<file path="src/rtl/rom_bridge_pkg.sv">
// Shared types and constants for the rom_loader -> SDRAM write bridge.
package rom_bridge_pkg;

  typedef enum logic [1:0] {
    SYNC,
    IDLE,
    BUSY
  } bridge_state_t;

  typedef struct packed {
    logic [23:0] addr;
    logic [15:0] data;
  } bridge_entry_t;

  localparam int unsigned ACK_SYNC_STAGES = 2;

  function automatic logic [15:0] swap_bytes(input logic [15:0] d);
    return {d[7:0], d[15:8]};
  endfunction

endpackage

</file>
<file path="src/rtl/bridge_fifo.sv">
// Synchronous first-word-fall-through FIFO of bridge entries; a push into a
// full FIFO is accepted when a pop happens in the same cycle.
module bridge_fifo
  import rom_bridge_pkg::*;
#(
  parameter int unsigned DEPTH_LOG2 = 2
) (
  input  logic                  clk_i,
  input  logic                  rst_ni,
  input  logic                  push_i,
  input  logic                  pop_i,
  input  bridge_entry_t         din_i,
  output bridge_entry_t         dout_o,
  output logic                  full_o,
  output logic                  empty_o,
  output logic [DEPTH_LOG2:0]   count_o
);

  localparam int unsigned DEPTH = 1 << DEPTH_LOG2;
  localparam logic [DEPTH_LOG2:0] FULL_CNT = {1'b1, {DEPTH_LOG2{1'b0}}};

  bridge_entry_t           mem_q [DEPTH];
  logic [DEPTH_LOG2-1:0]   wr_ptr_q, rd_ptr_q;
  logic [DEPTH_LOG2:0]     count_q, count_d;
  logic                    do_push, do_pop;

  assign empty_o = (count_q == '0);
  assign full_o  = (count_q == FULL_CNT);
  assign count_o = count_q;
  assign dout_o  = mem_q[rd_ptr_q];

  assign do_pop  = pop_i && !empty_o;
  assign do_push = push_i && (!full_o || do_pop);

  always_comb begin
    count_d = count_q;
    if (do_push && !do_pop) count_d = count_q + 1'b1;
    else if (do_pop && !do_push) count_d = count_q - 1'b1;
  end

  always_ff @(posedge clk_i or negedge rst_ni) begin
    if (!rst_ni) begin
      wr_ptr_q <= '0;
      rd_ptr_q <= '0;
      count_q  <= '0;
    end else begin
      if (do_push) wr_ptr_q <= wr_ptr_q + 1'b1;
      if (do_pop)  rd_ptr_q <= rd_ptr_q + 1'b1;
      count_q <= count_d;
    end
  end

  always_ff @(posedge clk_i) begin
    if (do_push) mem_q[wr_ptr_q] <= din_i;
  end

endmodule

</file>
<file path="src/rtl/rom_sdram_bridge.sv">
// Buffers rom_loader word writes and replays them on the SDRAM controller's
// req/ack toggle port, with back-pressure, overflow and end-of-load flags.
module rom_sdram_bridge
  import rom_bridge_pkg::*;
#(
  parameter int unsigned DEPTH_LOG2 = 2,
  parameter bit          SWAP       = 1'b1
) (
  input  logic        iclk,
  input  logic        ireset_n,
  input  logic        iloading,
  input  logic        iwr,
  input  logic [24:0] iaddr,
  input  logic [15:0] idata,
  output logic        oload_wait,
  output logic [23:0] osd_addr,
  output logic [15:0] osd_din,
  output logic        osd_req,
  input  logic        isd_ack,
  output logic        odone,
  output logic        ooverflow,
  output logic [23:0] owr_count
);

  localparam logic [DEPTH_LOG2:0] WAIT_LEVEL = {1'b0, {DEPTH_LOG2{1'b1}}};
  localparam logic [1:0]          SYNC_LAST  = 2'(ACK_SYNC_STAGES);

  bridge_state_t       state_q;
  logic [1:0]          sync_cnt_q;
  logic                ack_s1_q, ack_s2_q;
  logic                loading_q, loading_fell_q;
  logic [23:0]         addr_q, wr_count_q;
  logic [15:0]         din_q;
  logic                req_q, done_q, ovf_q;

  bridge_entry_t       head, push_entry;
  logic                fifo_full, fifo_empty;
  logic [DEPTH_LOG2:0] fifo_count;
  logic                push, pop;
  logic                unused_addr0;

  assign unused_addr0 = iaddr[0];
  assign push         = iwr & iloading;
  assign pop          = (state_q == BUSY) && (ack_s2_q == req_q);
  assign push_entry   = '{addr: iaddr[24:1], data: idata};

  bridge_fifo #(.DEPTH_LOG2(DEPTH_LOG2)) u_fifo (
    .clk_i   (iclk),
    .rst_ni  (ireset_n),
    .push_i  (push),
    .pop_i   (pop),
    .din_i   (push_entry),
    .dout_o  (head),
    .full_o  (fifo_full),
    .empty_o (fifo_empty),
    .count_o (fifo_count)
  );

  assign oload_wait = (fifo_count >= WAIT_LEVEL);
  assign osd_addr   = addr_q;
  assign osd_din    = din_q;
  assign osd_req    = req_q;
  assign odone      = done_q;
  assign ooverflow  = ovf_q;
  assign owr_count  = wr_count_q;

  always_ff @(posedge iclk or negedge ireset_n) begin
    if (!ireset_n) begin
      state_q        <= SYNC;
      sync_cnt_q     <= '0;
      ack_s1_q       <= 1'b0;
      ack_s2_q       <= 1'b0;
      loading_q      <= 1'b0;
      loading_fell_q <= 1'b0;
      addr_q         <= '0;
      din_q          <= '0;
      req_q          <= 1'b0;
      done_q         <= 1'b0;
      ovf_q          <= 1'b0;
      wr_count_q     <= '0;
    end else begin
      ack_s1_q  <= isd_ack;
      ack_s2_q  <= ack_s1_q;
      loading_q <= iloading;
      done_q    <= 1'b0;
      if (push && fifo_full && !pop) ovf_q <= 1'b1;

      unique case (state_q)
        // Wait until ack_s2 carries the real ack level before adopting its parity.
        SYNC: begin
          if (sync_cnt_q == SYNC_LAST) begin
            req_q   <= ack_s2_q;
            state_q <= IDLE;
          end else begin
            sync_cnt_q <= sync_cnt_q + 1'b1;
          end
        end
        IDLE: begin
          if (loading_fell_q && fifo_empty) begin
            done_q         <= 1'b1;
            loading_fell_q <= 1'b0;
          end else if (!fifo_empty) begin
            addr_q  <= head.addr;
            din_q   <= SWAP ? swap_bytes(head.data) : head.data;
            req_q   <= ~req_q;
            state_q <= BUSY;
          end
        end
        BUSY: begin
          if (ack_s2_q == req_q) begin
            wr_count_q <= wr_count_q + 1'b1;
            state_q    <= IDLE;
          end
        end
        default: state_q <= SYNC;
      endcase

      if (iloading && !loading_q)      loading_fell_q <= 1'b0;
      else if (!iloading && loading_q) loading_fell_q <= 1'b1;
    end
  end

endmodule

</file>
<file path="config.mk">
export PLATFORM = sky130hd
export DESIGN_NAME = rom_sdram_bridge
export DESIGN_NICKNAME = d
export VERILOG_FILES = /design/src/rtl/rom_bridge_pkg.sv /design/src/rtl/bridge_fifo.sv /design/src/rtl/rom_sdram_bridge.sv
export SDC_FILE = /design/constraint.sdc
export NUM_CORES = 1
export LEC_CHECK = 0
export BUFFER_PORTS_ARGS = -buffer_cell sky130_fd_sc_hd__buf_2
export CAP_MARGIN = 15
export CORE_ASPECT_RATIO = 2
export CORE_UTILIZATION = 45
export DETAILED_ROUTE_END_ITERATION = 16
export GPL_TIMING_DRIVEN = 0
export PLACE_DENSITY = 0.65
export SLEW_MARGIN = 20
export SYNTH_ARGS = -nofsm -noshare
export SYNTH_HDL_FRONTEND = slang
export SYNTH_HIERARCHICAL = 1
export SYNTH_SLANG_ARGS = --single-unit
</file>
<file path="constraint.sdc">
create_clock -name iclk -period 3.1 [get_ports iclk]
set_clock_uncertainty 0.15 [all_clocks]
set_input_delay 0.775 -clock iclk [delete_from_list [all_inputs] [get_ports iclk]]
set_output_delay 0.775 -clock iclk [all_outputs]
set_load 0.02 [all_outputs]
</file>
==> flow_summary_export.csv <==
group,metric,value,unit
power_and_ir_drop,cellPowerDensity,932,mW/mm²
cells_and_area,layout.cells.non_filler,888,
critical_path,cpLargestDelayFamily,"adder cells",
sta,timing.final.crit_share,0.902,
floorplan,fp.dieArea,0.0216,mm²
floorplan,fp.coreArea,0.0205,mm²
drt,drt-initial-drc-count,161,
place,number_of_placed_instances_taps_included,848,
power_and_ir_drop,power.leakage,4.29,nW
critical_path,timing.critical_path.buf_inv,2,
sta,timing.max_slew.rel_slack,0.534,
cells_and_area,num-fill-cells,1639,
clock_tree,cts_tree,"done",
cells_and_area,multiInputGateArea,0.00239,mm²
sta,hold_viol,0,
synth,ys_dominant_reg_cell,"sky130_fd_sc_hd__edfxtp_1",
synth,area_fraction_in_compound_gates_after_synthesis,0.00756,
sta,period_needed,2800,ps
synth,synth_area_per_cell,20.1,µm²
critical_path,endpoint_of_the_most_critical_register_to_register_path,"u_fifo/count_o[2]",
critical_path,crit_path_max_incr_delay,470,ps
critical_path,crit_fanout,7,
sta,final.setup.tns,0,ps
clock_tree,cts.htree.levels,1,
critical_path,critPathKind,"register to register",
sta,maxSlewViolCount,0,
place,dp_hpwl,11800,µm
critical_path,reg2reg_launch_point,"osd_req",
cells_and_area,finish.net_count,663,
clock_tree,post-cts-setup-buffers,0,
floorplan,floorplan.die.height,207,µm
critical_path,crit_path_start,"osd_req",
place,io_buffers,112,
clock_tree,clkTransAtPathRegs,70,ps
synth,number_of_instances_in_the_synthesized_netlist,469,
cells_and_area,final_cell_mix,"sky130_fd_sc_hd__edfxtp_1 (160), sky130_fd_sc_hd__buf_2 (119), sky130_fd_sc_hd__dfrtp_1 (82)",
synth,synth-seq-cells,242,
place,finalWeightedCongestion,0.779,
floorplan,initial_core_util,0.461,
grt,largest_net_degree_at_the_start_of_global_routing,56,
critical_path,cell_chain_critical_path,"xor2_2 -> nor2_4 -> inv_1 -> a21boi_2 -> ha_1 -> inv_1 -> fa_1 -> xor2_1 -> nor2_1 -> xor2_1",
power_and_ir_drop,design_power_total,10.4,mW
grt,grt_pass1_wl,28000,µm
synth,yosys.area_share.adder,0.0154,
clock_tree,clock_sinks,242,
floorplan,io_pins,114,
power_and_ir_drop,power.ir.vdd_worst,0.519,mV
critical_path,crit_path_start_kind,"register",
synth,share_of_cell_area_taken_by_muxes_after_synthesis,0.150,
clock_tree,clk-insertion-delay-late,510,ps
clock_tree,total_cts_buffers,22,
critical_path,worstSetupEndpointType,"register",
critical_path,worst_path_max_delay_cell,"sky130_fd_sc_hd__dfrtp_1",
cells_and_area,drive_above_1_share,0.434,
drt,vias,4656,
cells_and_area,antenna-diode-count,0,
critical_path,cp.arrival,3080,ps
drt,number_of_remaining_drc_errors,0,
job,drv_cap,0,
synth,async_flop_share,0.339,
critical_path,cp.required,3390,ps
synth,largest_family_of_logic_cells_by_synthesized_area,"multiplexers",
drt,route.antenna.remaining_nets,0,
floorplan,fp.dieW,104,µm
synth,sequential_cell_area_fraction_in_the_yosys_report,0.727,
synth,area_fraction_in_and_or_nand_and_nor_cells_after_synthesis,0.0467,
clock_tree,cts_root_buf,"sky130_fd_sc_hd__clkbuf_16",
grt,global_route.overflow_total,0,
drt,drt_total_wl,18000,µm
synth,synthesis.nets,526,
cells_and_area,layout_commonest_cell,"sky130_fd_sc_hd__edfxtp_1",
drt,post_drt_wl_per_cell,20.3,µm
cells_and_area,flow.area_growth_from_synthesis,18.3,%
sta,setup_repair_after_global_routing_missed_its_margin,"no",
grt,global_route.usage.total,0.173,
grt,first_global_vias,5091,
critical_path,worst_r2r_path_depth,10,
floorplan,floorplan.rows,74,
cells_and_area,register_area,0.00686,mm²
grt,antenna_found_initial,0,
synth,synth_edf_count,160,
clock_tree,cts.path.max_buffers,3,
sta,worst-slew-pin-transition,700,ps
clock_tree,cts_hold_repair.buffers,0,
sta,setup-violations-final,0,
outcome,outcome,"finished clean",
synth,synth.lib_cells_used.distinct,47,
drt,vias_per_cell,5.24,
drt,firstDrtPassIters,4,
synth,synth_xor_area_frac,0.0313,
synth,synthesis.area,0.00943,mm²
min_path,hold_path.class,"input pin to asynchronous set/reset pin",
sta,fmax,0.358,GHz
critical_path,rrSetupSlack,300,ps
synth,yosysWarningCount,6,
==> routing by layer <==
| metal | track usage | wire length [µm] | vias to the layer above |
|---|---|---|---|
| met5 | 0 | 0 | - |
| met4 | 0.0684 | 402 | 0 |
| met1 | 0.186 | 6550 | 2435 |
| met3 | 0.0279 | 730 | 31 |
| met2 | 0.336 | 10400 | 99 |
| li1 | - | - | 2091 |
==> registers in the layout, indices dropped and copies added (netlist names), 3 cells and up <==
signal          flops
u_fifo/mem_q      160
osd_addr           24
owr_count          24
osd_din            16
u_fifo/count_o      3
==> power breakdown <==
| part | switching, mW | internal [mW] | total [mW] |
|---|---|---|---|
| clock network | 1.18 | 1.70 | 2.88 |
| registers | 0.329 | 4.10 | 4.42 |
| logic | 1.62 | 1.48 | 3.10 |
| total | 3.13 | 7.27 | 10.4 |
==> kinds of logic after synthesis <==
logic type               count (synthesis)
adder cells (fa/ha/maj)                 11
buffers and inverters                   26
AO/OA/AOI/OAI                           11
flip-flops                             242
XOR/XNOR                                32
AND/OR/NAND/NOR                         62
multiplexers                            85
==> worst max-delay path by stage <==
| stage | to | slack, ps | cells past startpoint |
|---|---|---|---|
| 2_1_floorplan | u_fifo/mem_q[2][0] | 110 | 5 |
| 3_3_place_gp | u_fifo/mem_q[1][3] | -980 | 5 |
| 3_5_place_dp | u_fifo/count_o[2] | -10 | 10 |
| 4_1_cts | u_fifo/count_o[2] | 160 | 8 |
| 6_report | u_fifo/count_o[2] | 300 | 10 |
| 5_1_grt | u_fifo/count_o[2] | 100 | 10 |
==> repair_timing <==
| action | 4_1_cts | 5_1_grt |
|---|---|---|
| setup endpoints to repair | 1 | 1 |
| hold endpoints to repair | 0 | 0 |
| gates resized for setup | 1 | 2 |
==> Yosys cell counts (all sizes together) (8+ instances only) <==
| master | count | area, µm² |
|---|---|---|
| edfxtp | 160 | 4800 |
| dfrtp | 82 | 2050 |
| mux2 | 44 | 495 |
| mux4 | 40 | 908 |
| xnor2 | 27 | 244 |
| buf | 17 | 178 |
| ha | 10 | 125 |
| nand4 | 10 | 96.4 |
| nand2 | 9 | 33.8 |
| inv | 8 | 30.0 |
| nand3 | 8 | 65.1 |
==> worst reg2reg max path, delay by kind of cell, from the launching register on <==
kind / cells / cell delay, ps
flops: 1 / 470
simple gates: 2 / 370
xor+xnor: 3 / 600
buf+inv: 2 / 160
compound gates: 1 / 330
fa+ha+maj: 2 / 640
==> final cells by class <==
| class | count | area share |
|---|---|---|
| Sequential cell | 242 | 0.614 |
| Multi-Input combinational cell | 201 | 0.214 |
| Clock buffer | 28 | 0.0559 |
| Timing Repair Buffer | 113 | 0.0529 |
| Tap cell | 266 | 0.0298 |
| Buffer | 18 | 0.0163 |
| Clock inverter | 12 | 0.0141 |
| Inverter | 8 | 0.00269 |
==> per-stage QoR <==
| step | setup WS [ps] | util | hold slack [ps] | cell area, µm² |
|---|---|---|---|---|
| 2_1_floorplan | 106 | - | 181 | 9430 |
| 3_3_place_gp | -980 | 0.505 | 203 | 10300 |
| 3_5_place_dp | -10.1 | 0.507 | 198 | 10400 |
| 4_1_cts | 158 | 0.545 | 56.5 | 11200 |
| 5_1_grt | 102 | 0.545 | 61.9 | 11200 |
| 6_report | 303 | 0.545 | 50.5 | 11200 |
(Power assumes the default switching activity.)
